### config.mk
export PLATFORM = sky130hd
export DESIGN_NAME = spi_slave
export DESIGN_NICKNAME = d
export VERILOG_FILES = /design/src/rtl/spi_pkg.sv /design/src/rtl/spi_tx_serializer.sv /design/src/rtl/spi_slave.sv
export SDC_FILE = /design/constraint.sdc
export NUM_CORES = 1
export LEC_CHECK = 0
export ABC_AREA = 1
export CAP_MARGIN = 20
export CELL_PAD_IN_SITES_DETAIL_PLACEMENT = 2
export CELL_PAD_IN_SITES_GLOBAL_PLACEMENT = 2
export CORE_MARGIN = 1.5
export CORE_UTILIZATION = 31
export DETAILED_ROUTE_END_ITERATION = 8
export GPL_TIMING_DRIVEN = 0
export PLACE_DENSITY_LB_ADDON = 0.1
export SYNTH_ARGS = -nofsm -noshare
export SYNTH_HDL_FRONTEND = slang
export SYNTH_HIERARCHICAL = 1
export SYNTH_SLANG_ARGS = --single-unit
### constraint.sdc
create_clock -name clk -period 2.2 [get_ports clk]
set_input_delay 0.44 -clock clk [delete_from_list [all_inputs] [get_ports clk]]
set_output_delay 0.44 -clock clk [all_outputs]
set_load 0.01 [all_outputs]
### src/rtl/spi_pkg.sv
// rtl/spi_pkg.sv - shared types and constants for the SPI slave front-end
package spi_pkg;

    localparam int FRAME_W = 10;
    localparam int DATA_W  = 8;

    localparam logic [1:0] CMD_WR_ADDR = 2'b00;
    localparam logic [1:0] CMD_WR_DATA = 2'b01;
    localparam logic [1:0] CMD_RD_ADDR = 2'b10;
    localparam logic [1:0] CMD_RD_DATA = 2'b11;

    typedef enum logic [2:0] {
        IDLE,
        CHK_CMD,
        WRITE,
        READ_ADD,
        READ_DATA
    } state_t;

endpackage

### src/rtl/spi_tx_serializer.sv
// rtl/spi_tx_serializer.sv - loads one RAM byte and drives it on MISO, MSB first
module spi_tx_serializer
    import spi_pkg::*;
(
    input  logic              clk,
    input  logic              rst_n,
    input  logic              load,
    input  logic              clear,
    input  logic [DATA_W-1:0] load_data,
    output logic              miso,
    output logic              done
);

    logic [DATA_W-1:0] shreg_q, shreg_d;
    logic [2:0]        cnt_q, cnt_d;
    logic              active_q, active_d;
    logic              miso_q, miso_d;

    always_comb begin
        shreg_d  = shreg_q;
        cnt_d    = cnt_q;
        active_d = active_q;
        miso_d   = miso_q;
        if (clear) begin
            active_d = 1'b0;
            cnt_d    = 3'd0;
            miso_d   = 1'b0;
        end else if (load) begin
            // Bit 7 goes straight onto the pin; the rest wait in the shifter.
            miso_d   = load_data[DATA_W-1];
            shreg_d  = {load_data[DATA_W-2:0], 1'b0};
            cnt_d    = 3'd7;
            active_d = 1'b1;
        end else if (active_q) begin
            if (cnt_q != 3'd0) begin
                miso_d  = shreg_q[DATA_W-1];
                shreg_d = {shreg_q[DATA_W-2:0], 1'b0};
                cnt_d   = cnt_q - 3'd1;
            end else begin
                miso_d   = 1'b0;
                active_d = 1'b0;
            end
        end
    end

    always_ff @(posedge clk) begin
        if (!rst_n) begin
            shreg_q  <= '0;
            cnt_q    <= 3'd0;
            active_q <= 1'b0;
            miso_q   <= 1'b0;
        end else begin
            shreg_q  <= shreg_d;
            cnt_q    <= cnt_d;
            active_q <= active_d;
            miso_q   <= miso_d;
        end
    end

    // High while the final bit (bit 0) is on the pin.
    assign done = active_q && (cnt_q == 3'd0);
    assign miso = miso_q;

endmodule

### src/rtl/spi_slave.sv
// rtl/spi_slave.sv - SPI slave framing FSM to RAM command port; SPI_CMD_CHECK_EN drops mismatched read frames
module spi_slave
    import spi_pkg::*;
(
    input  logic               clk,
    input  logic               rst_n,
    input  logic               SS_n,
    input  logic               MOSI,
    output logic               MISO,
    output logic [FRAME_W-1:0] rx_data,
    output logic               rx_valid,
    input  logic [DATA_W-1:0]  tx_data,
    input  logic               tx_valid
);

    state_t             state_q, state_d;
    logic [FRAME_W-2:0] sh_q, sh_d;
    logic [3:0]         bit_cnt_q, bit_cnt_d;
    logic               frame_done_q, frame_done_d;
    logic               tx_armed_q, tx_armed_d;
    logic               rd_addr_seen_q, rd_addr_seen_d;
    logic [FRAME_W-1:0] rx_data_q, rx_data_d;
    logic               rx_valid_q, rx_valid_d;
    logic               tx_prev_q, tx_prev_d;
    logic               ser_load, ser_clear, ser_done;
    logic               drop;

    always_comb begin
        state_d        = state_q;
        sh_d           = sh_q;
        bit_cnt_d      = bit_cnt_q;
        frame_done_d   = frame_done_q;
        tx_armed_d     = tx_armed_q;
        rd_addr_seen_d = rd_addr_seen_q;
        rx_data_d      = rx_data_q;
        rx_valid_d     = 1'b0;
        tx_prev_d      = tx_valid;
        ser_load       = 1'b0;
        ser_clear      = 1'b0;
`ifdef SPI_CMD_CHECK_EN
        drop = ((state_q == READ_ADD)  && (sh_q[FRAME_W-3] != CMD_RD_ADDR[0])) ||
               ((state_q == READ_DATA) && (sh_q[FRAME_W-3] != CMD_RD_DATA[0]));
`else
        drop = 1'b0;
`endif
        if ((state_q != IDLE) && SS_n) begin
            // Host abort: partial frame is thrown away, flag left as is.
            state_d      = IDLE;
            frame_done_d = 1'b0;
            tx_armed_d   = 1'b0;
            ser_clear    = 1'b1;
        end else begin
            case (state_q)
                IDLE: begin
                    if (!SS_n) begin
                        state_d      = CHK_CMD;
                        frame_done_d = 1'b0;
                        tx_armed_d   = 1'b0;
                    end
                end
                CHK_CMD: begin
                    sh_d      = {{(FRAME_W-2){1'b0}}, MOSI};
                    bit_cnt_d = 4'd0;
                    if (!MOSI)               state_d = WRITE;
                    else if (rd_addr_seen_q) state_d = READ_DATA;
                    else                     state_d = READ_ADD;
                end
                default: begin
                    if (!frame_done_q) begin
                        sh_d = {sh_q[FRAME_W-3:0], MOSI};
                        if (bit_cnt_q == 4'd8) begin
                            frame_done_d = 1'b1;
                            if (!drop) begin
                                rx_data_d  = {sh_q, MOSI};
                                rx_valid_d = 1'b1;
                                if (state_q == READ_ADD)  rd_addr_seen_d = 1'b1;
                                if (state_q == READ_DATA) tx_armed_d     = 1'b1;
                            end
                        end else begin
                            bit_cnt_d = bit_cnt_q + 4'd1;
                        end
                    end else if (state_q == READ_DATA) begin
                        if (tx_armed_q && tx_valid && !tx_prev_q) begin
                            ser_load   = 1'b1;
                            tx_armed_d = 1'b0;
                        end
                        if (ser_done) rd_addr_seen_d = 1'b0;
                    end
                end
            endcase
        end
    end

    always_ff @(posedge clk) begin
        if (!rst_n) begin
            state_q        <= IDLE;
            sh_q           <= '0;
            bit_cnt_q      <= 4'd0;
            frame_done_q   <= 1'b0;
            tx_armed_q     <= 1'b0;
            rd_addr_seen_q <= 1'b0;
            rx_data_q      <= '0;
            rx_valid_q     <= 1'b0;
            tx_prev_q      <= 1'b0;
        end else begin
            state_q        <= state_d;
            sh_q           <= sh_d;
            bit_cnt_q      <= bit_cnt_d;
            frame_done_q   <= frame_done_d;
            tx_armed_q     <= tx_armed_d;
            rd_addr_seen_q <= rd_addr_seen_d;
            rx_data_q      <= rx_data_d;
            rx_valid_q     <= rx_valid_d;
            tx_prev_q      <= tx_prev_d;
        end
    end

    spi_tx_serializer u_tx (
        .clk       (clk),
        .rst_n     (rst_n),
        .load      (ser_load),
        .clear     (ser_clear),
        .load_data (tx_data),
        .miso      (MISO),
        .done      (ser_done)
    );

    assign rx_data  = rx_data_q;
    assign rx_valid = rx_valid_q;

endmodule

==> out/metrics.yaml <==
place:
  placed_area_um2: 2360
  place_congestion: 0.721
  portBuffers: 24
  dp_hpwl_um: 4090
  dp_slack_ns: -0.849
  dp_cells: 383
worst_setup_path:
  cp_data_required_time_ns: 2.40
  cp_num_buf_inv: 3
  start_kind: "input pin"
  slowest_delay_ns: 0.56
  reg2reg_depth: 9
  crit_chain: "clkdlybuf4s50_1 -> nor4_4 -> inv_2 -> nand3_2 -> nand2_2 -> buf_6 -> nor2_1 -> nor2_1"
  slowest_stage: "clkdlybuf4s50_1"
  crit_start: "SS_n"
  endpoint_kind: "flip-flop"
  crit_type: "in2reg"
  crit_fanout: 10
  cp.arrival_ns: 2.09
  rr_endpoint: "u_tx/shreg_q[2]"
  r2r_slack_ns: 0.35
  timing.rr.start: "state_q[0]"
  crit_path_frequent_cell: "nor2_1"
  critPathTopFamily: "buffers and inverters"
synth:
  synth_top_area_share_pct: 42.6
  postSynthAreaPerCell_um2: 7.17
  post-synth-top-count-cell: "nand2_1"
  yosys.cell_types.count: 29
  synth_warnings: 6
  synth_edf_count: 0
  ys_ff_latch: 43
  yosysTopAreaCell: "dfxtp_1"
  syn-instance-count: 282
  synth-async-reset-ratio_pct: 0
  ys_top_cells_by_area: "dfxtp_1 43%, nand2_1 10%, nor2_1 8.0%"
  ys.flop_type: "dfxtp_1"
  netlist_area_um2: 2020
  synth_seq_area_share_pct: 42.6
  synth_fp_nets: 299
  synthTopCellsByCount: "54 x nand2_1, 43 x dfxtp_1, 43 x nor2_1"
clocking:
  htreeDepth: 2
  clk_latency_ns: 0.30
  cts_tree: "done"
  ctsLongestPathBuffers: 2
  clock-sinks: 43
  root_buffer: "clkbuf_8"
  clk_pin_slew_ns: 0.09
  cts_hold_buf: 0
  numCtsBuffers: 5
grt:
  antenna_found_initial: 0
  first_global_vias: 1971
  grt_max_degree: 15
  grtUsageTotal_pct: 16.4
  grt_pass1_wl_um: 9230
  grt_remaining_overflow: 0
final_layout:
  antennaDiodeCount: 0
  final_cells: 392
  layout.nets: 331
  final_cell_area_um2: 2490
  drive_gt1_share_pct: 12.7
  synthToLayoutAreaGrowth_pct: 23.3
die:
  fp.coreArea_um2: 6310
  die_x_um: 83.7
  rows: 29
  die_y_um: 83.7
  ios: 25
  die_area_um2: 7010
  initial_core_util_pct: 32.0
sta:
  fin_skew_ns: 0.00523
  worst_pin_slew_ns: 0.453
  fin_crit_sh_pct: 86.0
  period_minus_slack_ns: 1.89
  slew_headroom_pct: 69.8
  max_freq_mhz: 529
  hold_violations: 0
  rsz0062_at_grt: "false"
  setup_viol: 0
  slew_viol_final: 0
  fin_ws_ns: 0.308
min_path:
  min_path_type: "reg2reg"
  hold-path-cell-count: 2
  whs_endpoint: "sh_q[8]"
  hp-start: "sh_q[8]"
job:
  drv_cap: 0
drt:
  antenna_left: 0
  drt-total-wl_um: 5380
  drc: 0
  drt_pass1_iterations: 4
  wl_per_cell_um: 13.7
  dr.first_iter.drc_count: 59
  vias_per_cell: 4.76
  via_count: 1865
run_status:
  outcome: "complete, no violations"
pwr:
  power_mw: 1.61
  cellLeakagePower_nw: 1.05
  vdd_drop_max_uv: 226
  power_density_nw_per_um2: 647
==> cells by family after synthesis <==
logic type / count (synthesis) / share of synthesized area (%)
flip-flops: 43 / 42.6
adder cells (fa/ha/maj): 4 / 2.48
XOR/XNOR: 1 / 0.434
AO/OA/AOI/OAI: 40 / 10.2
AND/OR/NAND/NOR: 150 / 34.9
buffers and inverters: 44 / 9.35
==> stage by stage <==
| stage | util [%] | setup TNS [ns] | hold WS, ns |
|---|---|---|---|
| 2_1_floorplan | - | 0 | 0.443 |
| 3_3_place_gp | 37.3 | -8.50 | 0.454 |
| 3_5_place_dp | 37.3 | -8.41 | 0.462 |
| 4_1_cts | 39.4 | 0 | 0.476 |
| 5_1_grt | 39.5 | 0 | 0.496 |
| 6_report | 39.5 | 0 | 0.474 |
==> where the power goes <==
part	switching [mW]	leakage [nW]	internal, mW	total, mW
logic	0.114	0.645	0.0589	0.173
clock network	0.300	0.0581	0.339	0.638
registers	0.0123	0.347	0.789	0.802
total	0.426	1.05	1.19	1.61
==> tightest hold or removal path, stage by stage (launching register included) <==
cell and delay (ns):
dfxtp_1 0.32, nand2_1 0.06, a21oi_1 0.05
==> sequential cells by signal, summed over array words and instances, names as in the netlist, 3 cells and up <==
name          cells
u_tx/cnt_q        3
state_q           3
rx_data          10
sh_q              9
u_tx/shreg_q      7
bit_cnt_q         4
==> layer usage <==
metal	vias to the layer above	global-route usage, %	wire length, um
met3	5	3.26	131
met1	884	20.4	2520
li1	960	-	-
met5	-	0	0
met2	16	29.0	2680
met4	0	4.02	45
==> placed cells by master (no fill, tap or decap), types with 2 or more instances in the layout <==
cell type / instances
nor2_1: 43
nand3_2: 3
nor2_2: 3
nand2_1: 54
nand2_2: 4
o21ai_0: 6
nor3_1: 2
nor2_4: 4
a21oi_1: 22
o21ai_1: 10
buf_6: 2
inv_2: 6
clkbuf_8: 5
inv_1: 31
clkdlybuf4s50_1: 24
dfxtp_1: 43
buf_2: 2
nand3_1: 31
ha_1: 4
==> layout make-up <==
class | instances | area, um2
Buffer | 6 | 41.3
Sequential cell | 43 | 861
Multi-Input combinational cell | 195 | 986
Inverter | 38 | 148
Fill cell | 778 | 3820
Clock inverter | 3 | 43.8
Clock buffer | 5 | 68.8
Tap cell | 77 | 96.3
Timing Repair Buffer | 25 | 248
==> how the worst max path moves through the flow <==
stage	end	slack, ns	depth (start not counted)
6_report	u_tx/shreg_q[2]	0.31	8
5_1_grt	u_tx/shreg_q[2]	0.14	9
4_1_cts	u_tx/shreg_q[2]	0.05	9
3_5_place_dp	u_tx/shreg_q[2]	-0.85	9
3_3_place_gp	u_tx/shreg_q[7]	-0.86	9
2_1_floorplan	u_tx/shreg_q[6]	0.29	8
==> timing repair <==
action                     in CTS  in global routing
cloned                          0                  0
setup buffers                   0                  1
resized for setup               2                  0
pin swaps                       0                  1
setup endpoints to repair      12                  6
Power figures use the tool's default switching activity.
